--- config.mk ---
export PLATFORM = sky130hd
export DESIGN_NAME = codificador_inmediato
export DESIGN_NICKNAME = d
export VERILOG_FILES = /design/src/rtl/codificador_inmediato.sv
export SDC_FILE = /design/constraint.sdc
export NUM_CORES = 1
export LEC_CHECK = 0
export ABC_AREA = 0
export CORE_MARGIN = 10
export CORE_UTILIZATION = 35
export DETAILED_ROUTE_END_ITERATION = 10
export SYNTH_ARGS = -nofsm -noshare
export SYNTH_HDL_FRONTEND = slang
export SYNTH_SLANG_ARGS = --single-unit
--- constraint.sdc ---
create_clock -name clk -period 1.7 [get_ports clk]
set_clock_uncertainty 0.05 [all_clocks]
set_input_delay 0.51 -clock clk [delete_from_list [all_inputs] [get_ports clk]]
set_output_delay 0.51 -clock clk [all_outputs]
set_load 0.01 [all_outputs]
--- src/rtl/codificador_inmediato.sv ---
// codificador_inmediato: turns a 32-bit constant plus rd into the shortest ADDI / LUI / LUI+ADDI load sequence.
// Optional self-check of the emitted words behind CODIFICADOR_AUTOCHEQUEO_EN (adds chk_err).
module codificador_inmediato #(
   parameter int XLEN = 32
) (
   input  logic            clk,
   input  logic            reset,
   input  logic            req_valid,
   output logic            req_ready,
   input  logic [4:0]      req_rd,
   input  logic [XLEN-1:0] req_value,
   output logic            instr_valid,
   input  logic            instr_ready,
   output logic [XLEN-1:0] instr,
   output logic            instr_last
`ifdef CODIFICADOR_AUTOCHEQUEO_EN
   ,
   output logic            chk_err
`endif
);
   typedef enum logic [1:0] {IDLE, EMIT_ONE, EMIT_LUI, EMIT_ADDI} state_t;
   localparam logic [6:0] OP_IMM = 7'b0010011;
   localparam logic [6:0] OP_LUI = 7'b0110111;
   state_t state_q, state_d;
   logic [XLEN-1:0] w0_q, w1_q;
   logic [XLEN-1:0] first_w, lui_w, addi_x0_w, addi_rd_w;
   logic [19:0] hi;
   logic [11:0] lo;
   logic fits12, single, accept, xfer;
   // hi absorbs the borrow that ADDI's sign extension of lo will subtract later
   always_comb begin
      fits12    = (&req_value[31:11]) | ~(|req_value[31:11]);
      lo        = req_value[11:0];
      hi        = req_value[31:12] + {19'd0, req_value[11]};
      lui_w     = {hi, req_rd, OP_LUI};
      addi_x0_w = {lo, 5'd0, 3'b000, req_rd, OP_IMM};
      addi_rd_w = {lo, req_rd, 3'b000, req_rd, OP_IMM};
      single    = (req_rd == 5'd0) | fits12 | (lo == 12'd0);
      first_w   = (req_rd == 5'd0) ? 32'h0000_0013 : fits12 ? addi_x0_w : lui_w;
   end
   always_comb begin
      req_ready   = state_q == IDLE;
      instr_valid = state_q != IDLE;
      instr       = (state_q == IDLE) ? '0 : (state_q == EMIT_ADDI) ? w1_q : w0_q;
      instr_last  = instr_valid && state_q != EMIT_LUI;
      accept      = req_valid & req_ready;
      xfer        = instr_valid & instr_ready;
      state_d     = accept ? (single ? EMIT_ONE : EMIT_LUI) :
                    !xfer ? state_q :
                    (state_q == EMIT_LUI) ? EMIT_ADDI : IDLE;
   end
   always_ff @(posedge clk or posedge reset) begin
      if (reset) begin
         state_q <= IDLE;
         w0_q    <= '0;
         w1_q    <= '0;
      end else begin
         state_q <= state_d;
         if (accept) begin
            w0_q <= first_w;
            w1_q <= addi_rd_w;
         end
      end
   end
`ifdef CODIFICADOR_AUTOCHEQUEO_EN
   logic [XLEN-1:0] value_q, acc_q, decoded;
   logic [4:0] rd_q;
   // ADDI reading x0 starts from zero; ADDI reading rd adds onto the LUI base
   always_comb begin
      decoded = (instr[6:0] == OP_LUI) ? {instr[31:12], 12'd0} :
                {{20{instr[31]}}, instr[31:20]} + ((instr[19:15] == 5'd0) ? '0 : acc_q);
   end
   always_ff @(posedge clk or posedge reset) begin
      if (reset) begin
         value_q <= '0;
         acc_q   <= '0;
         rd_q    <= '0;
         chk_err <= 1'b0;
      end else begin
         if (accept) begin
            value_q <= req_value;
            rd_q    <= req_rd;
         end
         if (xfer) begin
            acc_q <= decoded;
            if (instr_last && rd_q != 5'd0 && decoded != value_q) chk_err <= 1'b1;
         end
      end
   end
`endif
endmodule

## Word level (Yosys, flattened, before mapping)

Index checks and enable logic that the tools add are counted.

- Register bits after elaboration: 59
- Output and inout bits: 35
- Word-level logic and storage cells: 29

- Add/sub/neg operators: 1
- Equal/unequal tests: 3
- Mux-type cells: 8
- Bitwise gates (word level): 6
- Reduce and logical (&&, ||, !) cells: 8

Operator list:

| cell | count |
|---|---|
| $mux W32 | 4 |
| $reduce_and A21 Y1 | 1 |
| $reduce_or A21 Y1 | 1 |
| $add A20 B1 Y20 | 1 |
| $logic_not A12 Y1 | 1 |
| $mux W2 | 4 |
| $logic_not A5 Y1 | 1 |
| $eq A2 B2 Y1 const B | 2 |
| $reduce_bool A2 Y1 | 2 |
| $or A1 B1 Y1 | 3 |
| $and A1 B1 Y1 | 2 |
| $logic_not A2 Y1 | 1 |
| $ne A2 B2 Y1 const B | 1 |
| $logic_and A1 B1 Y1 | 1 |
| $not A1 Y1 | 1 |

## Longest topological paths before layout

Gate-level depths: netlist of the first run.

- Depth in word-level cells: 7
- Gate-level depth with buffers: 8
- Gate-level depth less buffers: 7

## Worst setup path before layout of the first run

OpenSTA, ideal clock, no wires.

- Path kind: input-to-reg
- From: in req_value[11]
- To: reg w0_q[20]
- Library setup time: 122 ps
- Arrival: 1841 ps
- Required time: 1528 ps
- Slack: -312 ps
- Cell stages on the path: 8
- Path through: ha_1 -> ha_1 -> and4_1 -> clkbuf_1 -> nand4_1 -> xor2_1 -> nand3_1 -> a32o_1

- Cells in the longest elaborated chain, start to end: 5
- Elaborated cells on any way between the ends: 7
- Those cells by class: add/sub: 1; mux: 2; bitwise: 2; reduce/logical: 2

RTL lines:

| what | line | text |
|---|---|---|
| start, declared | 11 | `input logic [XLEN-1:0] req_value,` |
| branches (longest 3 deep; another with $add A20 B1 Y20) | -- |  |
| $mux W32 * (2 in a row) | 39 | `first_w = (req_rd == 5'd0) ? 32'h0000_0013 : fits12 ? addi_x0_w : lui_w;` |
| end signal, assigned | 60 | `w0_q <= first_w;` |
| end, declared | 25 | `logic [XLEN-1:0] w0_q, w1_q;` |

Mark *: on every way between the ends.
A chain may end at the register's enable or synchronous reset.

## Final worst setup path of the first run

- From: reg state_q[1]
- To: out instr[23]

- Cells in the longest elaborated chain, start to end: 3
- Elaborated cells on any way between the ends: 4
- Those cells by class: eq/ne: 1; mux: 2; reduce/logical: 1

RTL lines:

| what | line | text |
|---|---|---|
| start, declared | 24 | `state_t state_q, state_d;` |
| start signal, assigned | 58 | `state_q <= state_d;` |
| $eq A2 B2 Y1 | 44 | `instr = (state_q == IDLE) ? '0 : (state_q == EMIT_ADDI) ? w1_q : w0_q;` |
| $mux W32 | 44 |  |
| $mux W32 * | 44 |  |
| end, declared | 14 | `output logic [XLEN-1:0] instr,` |

Every way passes the cells marked *; elsewhere a longest branch is shown, timed or not.

==> metrics.log, run 1 <==
[metrics] H-tree depth reported by CTS: 2
[metrics] number of flip-flops and latches in the synthesized netlist: 46
[metrics] period utilization: 1.29
[metrics] PD cells: 1480 nW/um^2
[metrics] number of cells produced by synthesis: 378
[metrics] most instantiated cells after synthesis: 107 x sky130_fd_sc_hd__nand2_1, 46 x sky130_fd_sc_hd__dfrtp_1, 38 x sky130_fd_sc_hd__o21ai_0
[metrics] clock root buffer: sky130_fd_sc_hd__clkbuf_8
[metrics] Synth Area per Inst: 8.17 sq um
[metrics] clock-pin slew of the registers on the worst-case setup and hold paths: ~0.09 ns
[metrics] Setup crit start kind: register
[metrics] met3 wire length: ~620 um
[metrics] wire length of the first global-routing pass: between 15,000 and 20,000 um
[metrics] final hold violation count: 0
[metrics] number of buffers on the longest clock path: 2
[metrics] number of ports placed on the die boundary: between 70 and 80
[metrics] worst-case reg-to-reg path depth: 6
[metrics] Die Y-Extent: between 100 and 150 um
[metrics] detailed route wirelength on metal2: 5800 um
[metrics] Hold Slack: 0.422 ns
[metrics] leakage power summed over all cells: 2.52 nW
[metrics] number of distinct library cells after synthesis: 49
[metrics] startpoint of the worst-slack reg-to-reg timing path: state_q[0]
[metrics] worst min-delay path category: register to register
[metrics] drt first-iter violations: 160
[metrics] aggregate routed wire length: 11,300 um
[metrics] violations in the final reports: negative setup slack
[metrics] kind of critical path: register to output port
[metrics] Final Critical Period: between 2 and 2.5 ns
[metrics] final-report setup violation count: 78
[metrics] via count of the first global-routing pass: 3,507
[metrics] cell types occupying the most area after synthesis: sky130_fd_sc_hd__dfrtp_1 37%, sky130_fd_sc_hd__nand2_1 13%, sky130_fd_sc_hd__o21ai_0 6.2%
[metrics] WP data arrival: approximately 1.6 ns
[metrics] outcome: finished, violations left
[metrics] RR Endpoint: w0_q[30]
[metrics] hold-fix buffers at CTS: 0
[metrics] most repeated cell in the gate-level netlist after synthesis: sky130_fd_sc_hd__nand2_1
[metrics] combined global-route utilization of all metal layers: 0.170
[metrics] Placer Congestion: between 0.8 and 0.9
[metrics] total DRC errors in the routed layout: 0
[metrics] Hold Startpoint: w1_q[16]
[metrics] routed len/inst: between 15 and 20 um
[metrics] # clock sinks: 46
[metrics] number of vias in the routed layout: 3,406
[metrics] Nets: 595
[metrics] count of flip-flops with a built-in enable after synthesis: 0
[metrics] TritonCTS buffer count: 5
[metrics] initial core utilization: 0.358
[metrics] unrepaired setup endpoints after global routing: yes
[metrics] largest net degree at the start of global routing: 47
[metrics] antenna violations before repair: 0
[metrics] std cell rows: 34
[metrics] highest routed layer: met4
[metrics] residual overflow from global routing: 0
[metrics] sequential fraction of the synthesis area: 0.373
[metrics] Req. time, crit path: 1.14 ns
[metrics] area of the core region: 8640 sq um
[metrics] final number of max-transition violations: 0
[metrics] Hold Path Depth: 2
[metrics] remaining antenna violation count: 0
[metrics] peak ir drop on the vdd network: about 0.62 mV
[metrics] number of iterations in the first detailed-routing pass: 6
[metrics] worst hold endpoint: w1_q[16]
[metrics] area share of the leading cell type in the synthesized netlist: 0.373
[metrics] Via-to-Cell Ratio: 5.16
[metrics] predominant post-synthesis flop cell: sky130_fd_sc_hd__dfrtp_1
[metrics] clk_lat worst skew: 0.30 ns
[metrics] detailed-placement wirelength estimate: 8110 um
[metrics] register-to-register setup slack: -0.26 ns
[metrics] async set-or-reset flop fraction in the synthesized netlist: 1.00
[metrics] horizontal die dimension: 114 um
[metrics] met1 WL: 4750 um
[metrics] synthesized area: 3090 sq um
[metrics] max-capacitance violation count: 0
[metrics] count of input and output buffers: 73
[metrics] # diodes: 0
[metrics] CTS tree: built
[metrics] Yosys warning total: 0
[metrics] Area growth syn-to-layout: 71.9%
[metrics] worst-path fanout max: 7
[metrics] final sum of negative setup slack: -16.87 ns
[metrics] largest area contributor in the synthesized netlist: sky130_fd_sc_hd__dfrtp_1
[metrics] layout cells sized above 1: 0.471
[metrics] Die Footprint: 13,000 sq um
[metrics] category of the worst setup path capture point: output port
[metrics] Max Clk Rate: ~460 MHz
[metrics] Worst Slack Setup Final: -0.494 ns
[metrics] count of fill cells added during filler insertion: 731
==> cells by family after synthesis <==
logic type | after synthesis | synth area share
mux | 14 | 0.0502
xor+xnor | 16 | 0.0454
compound gates | 71 | 0.149
buf+inv | 34 | 0.0527
fa+ha+maj | 3 | 0.0122
flops | 46 | 0.373
other cells | 1 | 0.00121
simple gates | 193 | 0.317
==> power breakdown <==
| group | leakage [nW] | switching, mW | internal [mW] |
|---|---|---|---|
| clock | 0.0452 | 0.390 | 0.291 |
| sequential | 0.567 | 0.362 | 1.60 |
| combinational | 1.91 | 2.38 | 2.81 |
==> cell type report <==
| type | count | area [sq um] | share of cell area |
|---|---|---|---|
| multi-input cells | 299 | 2140 | 0.403 |
| repair buffers | 193 | 1750 | 0.329 |
| flip-flops and latches | 46 | 1150 | 0.217 |
| well taps | 108 | 135 | 0.0255 |
| clock buffers | 6 | 72.6 | 0.0137 |
| inverters | 6 | 42.5 | 0.00801 |
| clock inverters | 2 | 13.8 | 0.00259 |
==> routing by layer <==
metal  GRT usage  vias up
li1            -     1655
met1       0.218     1646
met2       0.292       95
met3      0.0273       10
met4      0.0368        0
met5           0        -
==> cell usage in the layout (no fill, tap or decap), types with 7 or more instances in the layout <==
| cell type | n |
|---|---|
| sky130_fd_sc_hd__buf_4 | 86 |
| sky130_fd_sc_hd__a22o_1 | 10 |
| sky130_fd_sc_hd__buf_12 | 9 |
| sky130_fd_sc_hd__o21ai_2 | 7 |
| sky130_fd_sc_hd__nand2_1 | 83 |
| sky130_fd_sc_hd__nand4_1 | 8 |
| sky130_fd_sc_hd__nand2_2 | 20 |
| sky130_fd_sc_hd__dfrtp_1 | 44 |
| sky130_fd_sc_hd__xor2_1 | 7 |
| sky130_fd_sc_hd__buf_6 | 25 |
| sky130_fd_sc_hd__o21ai_1 | 26 |
| sky130_fd_sc_hd__clkbuf_2 | 8 |
| sky130_fd_sc_hd__xnor2_1 | 8 |
| sky130_fd_sc_hd__mux2_2 | 9 |
| sky130_fd_sc_hd__nand3_1 | 13 |
| sky130_fd_sc_hd__clkdlybuf4s50_1 | 17 |
| sky130_fd_sc_hd__buf_2 | 25 |
| sky130_fd_sc_hd__nor2b_1 | 10 |
| sky130_fd_sc_hd__dlygate4sd2_1 | 8 |
==> through the flow <==
stage               instances  power, mW   util  area, sq um  setup WS (ns)
floorplan                 379       4.03      -         3190         -0.126
global placement          622       6.09  0.538         4650         -0.765
detailed placement        622       6.18  0.538         4650         -0.793
CTS                       652       7.57  0.599         5170         -0.525
global route              660       8.35  0.615         5310         -0.538
finish                    660       7.83  0.615         5310         -0.494
==> worst max path at each step <==
stage,endpoint,cells after the start,from
2_1_floorplan,w0_q[20],8,req_value[12]
3_3_place_gp,w0_q[28],11,req_value[11]
3_5_place_dp,w0_q[16],9,req_value[11]
4_1_cts,instr[23],5,state_q[1]
5_1_grt,instr[21],5,state_q[1]
6_report,instr[23],5,state_q[1]
==> what timing repair did <==
action | in CTS | in global routing
cloned | 4 | 1
gates resized for setup | 280 | 55
pin swaps | 64 | 10
setup buffers | 18 | 10
setup endpoints to repair | 61 | 78
==> flip-flops by register name, summed over array words and instances, names as in the netlist <==
name	cells
w1_q	18
w0_q	26
state_q	2
==> worst max-delay path: stages (launching register included) <==
cell	delay, ns
sky130_fd_sc_hd__dfrtp_2	0.41
sky130_fd_sc_hd__buf_6	0.12
sky130_fd_sc_hd__buf_8	0.12
sky130_fd_sc_hd__mux2_2	0.33
sky130_fd_sc_hd__a22o_1	0.21
sky130_fd_sc_hd__buf_2	0.15
Note: power is estimated with default switching activity, not from simulation.
==> inputs of run 2 (changes only) <==
--- a/config.mk
+++ b/config.mk
@@ -6,8 +6,10 @@
 export NUM_CORES = 1
 export LEC_CHECK = 0
 export ABC_AREA = 0
-export CORE_MARGIN = 10
+export CORE_MARGIN = 1
 export CORE_UTILIZATION = 35
+export CTS_BUF_LIST = sky130_fd_sc_hd__clkbuf_4 sky130_fd_sc_hd__clkbuf_8
+export CTS_CLUSTER_DIAMETER = 40
 export DETAILED_ROUTE_END_ITERATION = 10
 export SYNTH_ARGS = -nofsm -noshare
 export SYNTH_HDL_FRONTEND = slang
==> run 2 against run 1 <==
The flow still finishes with violations (negative setup slack). Setup slack got worse by 0.085 ns. Via count up 3.6%. Sequential power increased by 6%. Worst hold slack improved by 0.014 ns. Final cell count up 1.2%. Routed wire length is 2.7% higher. Combinational power rose by 12%. Die area fell by 29%. Global-route usage increased by 7.8 points. First-iteration DRC count is 20% higher. Critical endpoint is now instr[22]. Largest power group unchanged. Highest routed layer unchanged.
==> metrics.log, run 2 (synthesis gave the netlist of run 1 again) <==
[metrics] outcome: finished, violations left
[metrics] violations in the final reports: negative setup slack
[metrics] switching fraction of total power: 0.400
[metrics] area of the core region: 8380 sq um
[metrics] Req. time, crit path: 1.14 ns
[metrics] part of the power in combinational logic: 0.672
[metrics] Placer Congestion: around 0.94
[metrics] biggest regs: w0_q x26, w1_q x18, state_q x2
[metrics] slowest cell on the critical path: sky130_fd_sc_hd__dfrtp_2
[metrics] clock-pin slew of the registers on the worst-case setup and hold paths: 0.10 ns
[metrics] Hold Slack: 0.436 ns
[metrics] antenna violations before repair: 0
[metrics] CTS tree: built
[metrics] worst-path cell chain: buf_12 > buf_6 > mux2_2 > a22o_1 > buf_2
[metrics] register-to-register setup slack: -0.29 ns
[metrics] PD cells: 1540 nW/um^2
[metrics] Die Footprint: 9210 sq um
[metrics] register share of total power: 0.239
[metrics] worst-path fanout max: 8
[metrics] final number of max-transition violations: 0
[metrics] Critical Path Max Stage Delay: around 0.5 ns
[metrics] horizontal die dimension: 96.0 um
[metrics] routed len/inst: 17.3 um
[metrics] number of buffer and inverter instances along the worst setup path: 3
[metrics] remaining antenna violation count: 0
[metrics] largest net degree at the start of global routing: 47
[metrics] worst min-delay path category: register to register
[metrics] TritonCTS buffer count: 5
[metrics] WP data arrival: 1.72 ns
[metrics] final-report setup violation count: 79
[metrics] count of input and output buffers: 73
[metrics] number of buffers on the longest clock path: 2
[metrics] Area growth syn-to-layout: 81.8%
[metrics] number of iterations in the first detailed-routing pass: 5
[metrics] aggregate routed wire length: 11,600 um
[metrics] commonest cells after routing, fill and taps aside: 84 x sky130_fd_sc_hd__buf_4, 70 x sky130_fd_sc_hd__nand2_1, 44 x sky130_fd_sc_hd__dfrtp_1, 32 x sky130_fd_sc_hd__buf_6, 29 x sky130_fd_sc_hd__buf_2
[metrics] drt first-iter violations: 192
[metrics] max-capacitance violation count: 0
[metrics] period utilization: 1.34
[metrics] Via-to-Cell Ratio: 5.28
[metrics] number of vias in the routed layout: 3,528
[metrics] kind of critical path: register to output port
[metrics] category of the worst setup path capture point: output port
[metrics] layout cells sized above 1: 0.522
[metrics] largest register by flop count: w0_q
[metrics] Clk pwr share: 0.089
[metrics] Max Clk Rate: 439 MHz
[metrics] Final Critical Period: roughly 2.3 ns
[metrics] number of ports placed on the die boundary: 76
[metrics] total power after layout: a little under 9 mW
[metrics] H-tree depth reported by CTS: 2
[metrics] number of placed instances with taps included: 624
[metrics] Die Y-Extent: ~96 um
[metrics] combined global-route utilization of all metal layers: 0.248
[metrics] std cell rows: 33
[metrics] initial core utilization: 0.369
[metrics] internal power: 5.21 mW
[metrics] peak ir drop on the vdd network: around 0.68 mV
[metrics] commonest non-fill, non-tap cell in the layout: sky130_fd_sc_hd__buf_4
[metrics] final hold violation count: 0
[metrics] wire length of the first global-routing pass: 17,400 um
[metrics] Setup crit start kind: register
[metrics] max FFs per register: 26
[metrics] Switching Power: about 3.5 mW
[metrics] post-route insts no fill: 668
[metrics] clock root buffer: sky130_fd_sc_hd__clkbuf_8
[metrics] via count of the first global-routing pass: 3,516
[metrics] Worst Slack Setup Final: -0.579 ns
[metrics] detailed-placement wirelength estimate: 7270 um
[metrics] leakage power summed over all cells: between 2 and 3 nW
[metrics] # diodes: 0
[metrics] dominant delay contributor by cell family on the critical path: flip-flops
[metrics] Nets: approximately 600
[metrics] total DRC errors in the routed layout: 0
[metrics] unrepaired setup endpoints after global routing: yes
[metrics] residual overflow from global routing: 0
[metrics] # clock sinks: 46
[metrics] clk_lat worst skew: roughly 0.31 ns
==> run 2: changes by cell type in the layout (fill, tap and decap cells not counted), moves of 4 or more <==
| cell | delta |
|---|---|
| sky130_fd_sc_hd__nand2_1 | -13 |
| sky130_fd_sc_hd__nand2_4 | +11 |
| sky130_fd_sc_hd__dlygate4sd2_1 | +10 |
| sky130_fd_sc_hd__o21ai_1 | -9 |
| sky130_fd_sc_hd__o21ai_2 | +9 |
| sky130_fd_sc_hd__buf_6 | +7 |
| sky130_fd_sc_hd__clkbuf_2 | -6 |
| sky130_fd_sc_hd__clkdlybuf4s15_1 | -5 |
| sky130_fd_sc_hd__nor2b_1 | -5 |
| sky130_fd_sc_hd__nor2b_2 | +5 |
| sky130_fd_sc_hd__buf_2 | +4 |
==> run 2: metrics by stage <==
stage	util	setup TNS (ns)	area (sq um)	setup slack, ns
after floorplan	-	-0.170	3190	-0.126
after global routing	0.670	-24.98	5620	-0.610
after detailed placement	0.555	-39.57	4650	-0.789
after global placement	0.555	-38.69	4650	-0.747
after CTS	0.625	-18.29	5240	-0.543
final	0.670	-21.99	5620	-0.579
==> run 2: worst paths after layout <==
check | from | to | cells after the start
worst max-delay path | state_q[1] | instr[22] | 5
worst min-delay path | w1_q[23] | w1_q[23] | 2
worst max register to register | state_q[1] | w0_q[25] | 8
worst min register to register | w1_q[23] | w1_q[23] | 2
max in group asynchronous | reset | state_q[0] | 3
min in group asynchronous | reset | w1_q[24] | 3
==> run 2: worst min-delay path, cell delays in order (launching register included) <==
cell	delay [ns]
sky130_fd_sc_hd__dfrtp_1	0.36
sky130_fd_sc_hd__nand2_2	0.05
sky130_fd_sc_hd__nand2_1	0.04
==> run 2: power groups by stage <==
| stage | Combinational (mW) | Sequential [mW] | Clock [mW] |
|---|---|---|---|
| 2_1_floorplan | 2.20 | 1.83 | 0 |
| 3_3_place_gp | 4.14 | 1.92 | 0 |
| 3_5_place_dp | 4.19 | 1.94 | 0 |
| 4_1_cts | 5.08 | 1.95 | 0.770 |
| 5_1_grt | 6.24 | 2.12 | 0.813 |
| 6_report | 5.83 | 2.07 | 0.771 |
==> run 2: final cells by class <==
cell class / instances / area [sq um]
Timing Repair Buffer: 204 / 1870
Clock inverter: 1 / 8.76
Clock buffer: 7 / 96.3
Sequential cell: 46 / 1150
Inverter: 6 / 42.5
Tap cell: 105 / 131
Multi-Input combinational cell: 299 / 2310
Fill cell: 670 / 2770
==> run 2: what timing repair did <==
action / CTS / global route
setup endpoints to repair: 79 / 79
endpoints found under the hold margin: 0 / 0
setup buffers: 28 / 6
gates resized for setup: 272 / 101
pin swaps: 35 / 76
hold buffers: 0 / 0
cloned: 5 / 2
==> run 2: per-layer routing <==
| layer | wire length [um] | up-vias | GRT usage |
|---|---|---|---|
| met3 | 546 | 20 | 0.0348 |
| met1 | 4890 | 1729 | 0.323 |
| li1 | - | 1672 | - |
| met4 | 219 | 0 | 0.0759 |
| met2 | 5930 | 107 | 0.425 |
| met5 | 0 | - | 0 |
==> inputs of run 3 (changes only) <==
--- a/config.mk
+++ b/config.mk
@@ -10,7 +10,9 @@
 export CORE_UTILIZATION = 35
 export CTS_BUF_LIST = sky130_fd_sc_hd__clkbuf_4 sky130_fd_sc_hd__clkbuf_8
 export CTS_CLUSTER_DIAMETER = 40
+export CTS_CLUSTER_SIZE = 30
 export DETAILED_ROUTE_END_ITERATION = 10
+export MAX_ROUTING_LAYER = met4
 export SYNTH_ARGS = -nofsm -noshare
 export SYNTH_HDL_FRONTEND = slang
 export SYNTH_SLANG_ARGS = --single-unit
==> run 3 against run 2 <==
The run still ends with negative setup slack left. Combinational power fell by 8.2%. Global-route usage is 0.47 points lower. Routed wire length is 7.7% lower. Highest routed layer unchanged. Final area is 4.6% lower. Largest power group unchanged. Critical path depth did not move. Die area stayed put. First-iteration DRC count up 13%. Clock power is 10% higher. Sequential share of layout area increased by 1.0 points. Power down 5.9%. Via count is 2.6% lower. Setup slack better by 0.032 ns.
==> metrics.log, run 3 (synthesis gave the netlist of run 1 again) <==
[metrics] commonest cells after routing, fill and taps aside: 99 x sky130_fd_sc_hd__nand2_1, 85 x sky130_fd_sc_hd__buf_4, 44 x sky130_fd_sc_hd__dfrtp_1, 30 x sky130_fd_sc_hd__buf_2, 28 x sky130_fd_sc_hd__buf_6
[metrics] wire length of the first global-routing pass: 16,600 um
[metrics] H-tree depth reported by CTS: 2
[metrics] register share of total power: 0.241
[metrics] horizontal die dimension: 96.0 um
[metrics] number of placed instances with taps included: approximately 620
[metrics] leakage power summed over all cells: 2.61 nW
[metrics] final hold violation count: 0
[metrics] WP data arrival: 1.69 ns
[metrics] Hold Path Depth: 1
[metrics] number of buffers on the longest clock path: 2
[metrics] largest net degree at the start of global routing: 47
[metrics] Final Core Density: 0.639
[metrics] category of the worst setup path capture point: output port
[metrics] Via-to-Cell Ratio: 5.19
[metrics] startpoint of the worst-slack reg-to-reg timing path: state_q[1]
[metrics] final standard cell area without fillers: 5360 sq um
[metrics] CTS tree: built
[metrics] clk_lat worst skew: roughly 0.30 ns
[metrics] commonest non-fill, non-tap cell in the layout: sky130_fd_sc_hd__nand2_1
[metrics] combined global-route utilization of all metal layers: 0.243
[metrics] worst-case reg-to-reg path depth: 8
[metrics] switching fraction of total power: 0.386
[metrics] kind of critical path: register to output port
[metrics] total power after layout: between 8 and 9 mW
[metrics] outcome: finished, violations left
[metrics] count of input and output buffers: 73
[metrics] residual overflow from global routing: 0
[metrics] worst min-delay path category: register to register
[metrics] slowest cell on the critical path: sky130_fd_sc_hd__dfrtp_2
[metrics] Hold Slack: 0.426 ns
[metrics] peak ir drop on the vdd network: 0.622 mV
[metrics] Switching Power: about 3.2 mW
[metrics] routed len/inst: ~16 um
[metrics] initial core utilization: 0.369
[metrics] Die Footprint: 9210 sq um
[metrics] part of the power in combinational logic: 0.655
[metrics] drt first-iter violations: around 220
[metrics] Area growth syn-to-layout: 73.3%
[metrics] Setup crit start kind: register
[metrics] layout cells sized above 1: 0.445
[metrics] number of ports placed on the die boundary: 76
[metrics] final-report setup violation count: ~80
[metrics] biggest regs: w0_q x26, w1_q x18, state_q x2
[metrics] Clk pwr share: 0.104
[metrics] worst setup slack after placement: -0.787 ns
[metrics] via count of the first global-routing pass: between 3,000 and 4,000
[metrics] Placer Congestion: 0.919
[metrics] final sum of negative setup slack: -21.70 ns
[metrics] Hold Startpoint: w1_q[4]
[metrics] Die Y-Extent: 96.0 um
[metrics] count of fill cells added during filler insertion: 699
[metrics] largest register by flop count: w0_q
[metrics] Critical Path Max Stage Delay: 0.48 ns
[metrics] Worst Slack Setup Final: -0.548 ns
[metrics] # diodes: 0
[metrics] TritonCTS buffer count: 5
[metrics] antenna violations before repair: 0
[metrics] remaining antenna violation count: 0
[metrics] max-capacitance violation count: 0
[metrics] period utilization: 1.32
[metrics] register-to-register setup slack: -0.39 ns
[metrics] std cell rows: 33
[metrics] worst-path fanout max: 5
[metrics] violations in the final reports: negative setup slack
[metrics] Nets: 600
[metrics] detailed-placement wirelength estimate: 7190 um
[metrics] hold-fix buffers at CTS: 0
[metrics] worst-path cell chain: buf_12 > buf_6 > mux2_4 > a22o_1 > buf_2
[metrics] max FFs per register: 26
[metrics] Final Critical Period: approximately 2.2 ns
[metrics] aggregate routed wire length: 10,700 um
[metrics] worst hold endpoint: w1_q[4]
[metrics] PD cells: 1520 nW/um^2
[metrics] # clock sinks: 46
[metrics] unrepaired setup endpoints after global routing: yes
[metrics] clock-pin slew of the registers on the worst-case setup and hold paths: about 0.090 ns
[metrics] area of the core region: around 8400 sq um
[metrics] internal power: 5.01 mW
[metrics] clock root buffer: sky130_fd_sc_hd__clkbuf_8
[metrics] total DRC errors in the routed layout: 0
[metrics] placed cell areas: 4650 sq um
[metrics] number of vias in the routed layout: 3,437
[metrics] number of iterations in the first detailed-routing pass: 4
[metrics] post-route insts no fill: 662
[metrics] RR Endpoint: w0_q[31]
[metrics] final number of max-transition violations: 0
[metrics] Max Clk Rate: 445 MHz
[metrics] Req. time, crit path: 1.14 ns
run 3: cell count changes in the layout (fill, tap and decap cells not counted), sizes merged:
cell           previous run  this run
clkbuf                   11         6
dlygate4sd2              18        15
dlymetal6s2s              0         4
clkdlybuf4s50            19        21
bufinv                    0         1
buf                     162       156
bufbuf                    0         1
clkinvlp                  0         1
clkinv                    2         1
run 3: metal layers:
layer  wire, um  GRT usage  up-vias
met4        158     0.0609        0
met1       4760      0.322     1631
li1           -          -     1661
met2       5270      0.402      129
met5          0          -        -
met3        504     0.0213       16
run 3: how the worst max path moves through the flow:
stage,from,endpoint,cells past startpoint
final,state_q[1],instr[23],5
after floorplan,req_value[12],w0_q[20],8
after detailed placement,req_value[12],w0_q[20],9
after CTS,state_q[1],instr[23],5
after global placement,req_value[21],w0_q[21],7
after global routing,state_q[1],instr[23],5
run 3: cell type report:
cell class / count / area, sq um / area share
timing repair buffer: 198 / 1800 / 0.336
inverter: 6 / 42.5 / 0.00794
multi-input combinational: 299 / 2120 / 0.395
clock inverter: 2 / 37.5 / 0.00701
clock buffer: 6 / 76.3 / 0.0143
sequential: 46 / 1150 / 0.215
tap: 105 / 131 / 0.0245
run 3: critical path, delay by kind of cell, from the launching register on:
family / cells / cell delay (ns)
flops: 1 / 0.48
buf+inv: 3 / 0.42
mux: 1 / 0.29
compound gates: 1 / 0.19
run 3: repair_timing:
action	4_1_cts	5_1_grt
resized for setup	245	51
cloned	4	1
buffers inserted	22	7
setup endpoints to repair	79	79
pin swaps	35	12
run 3: power by group through the flow:
stage                     Sequential (mW)  Clock (mW)  Combinational, mW
final                                1.97       0.848               5.35
after global routing                 2.02       0.898               5.77
after CTS                            1.93       0.854               5.07
after detailed placement             1.93           0               4.23
after global placement               1.91           0               4.18
after floorplan                      1.83           0               2.20
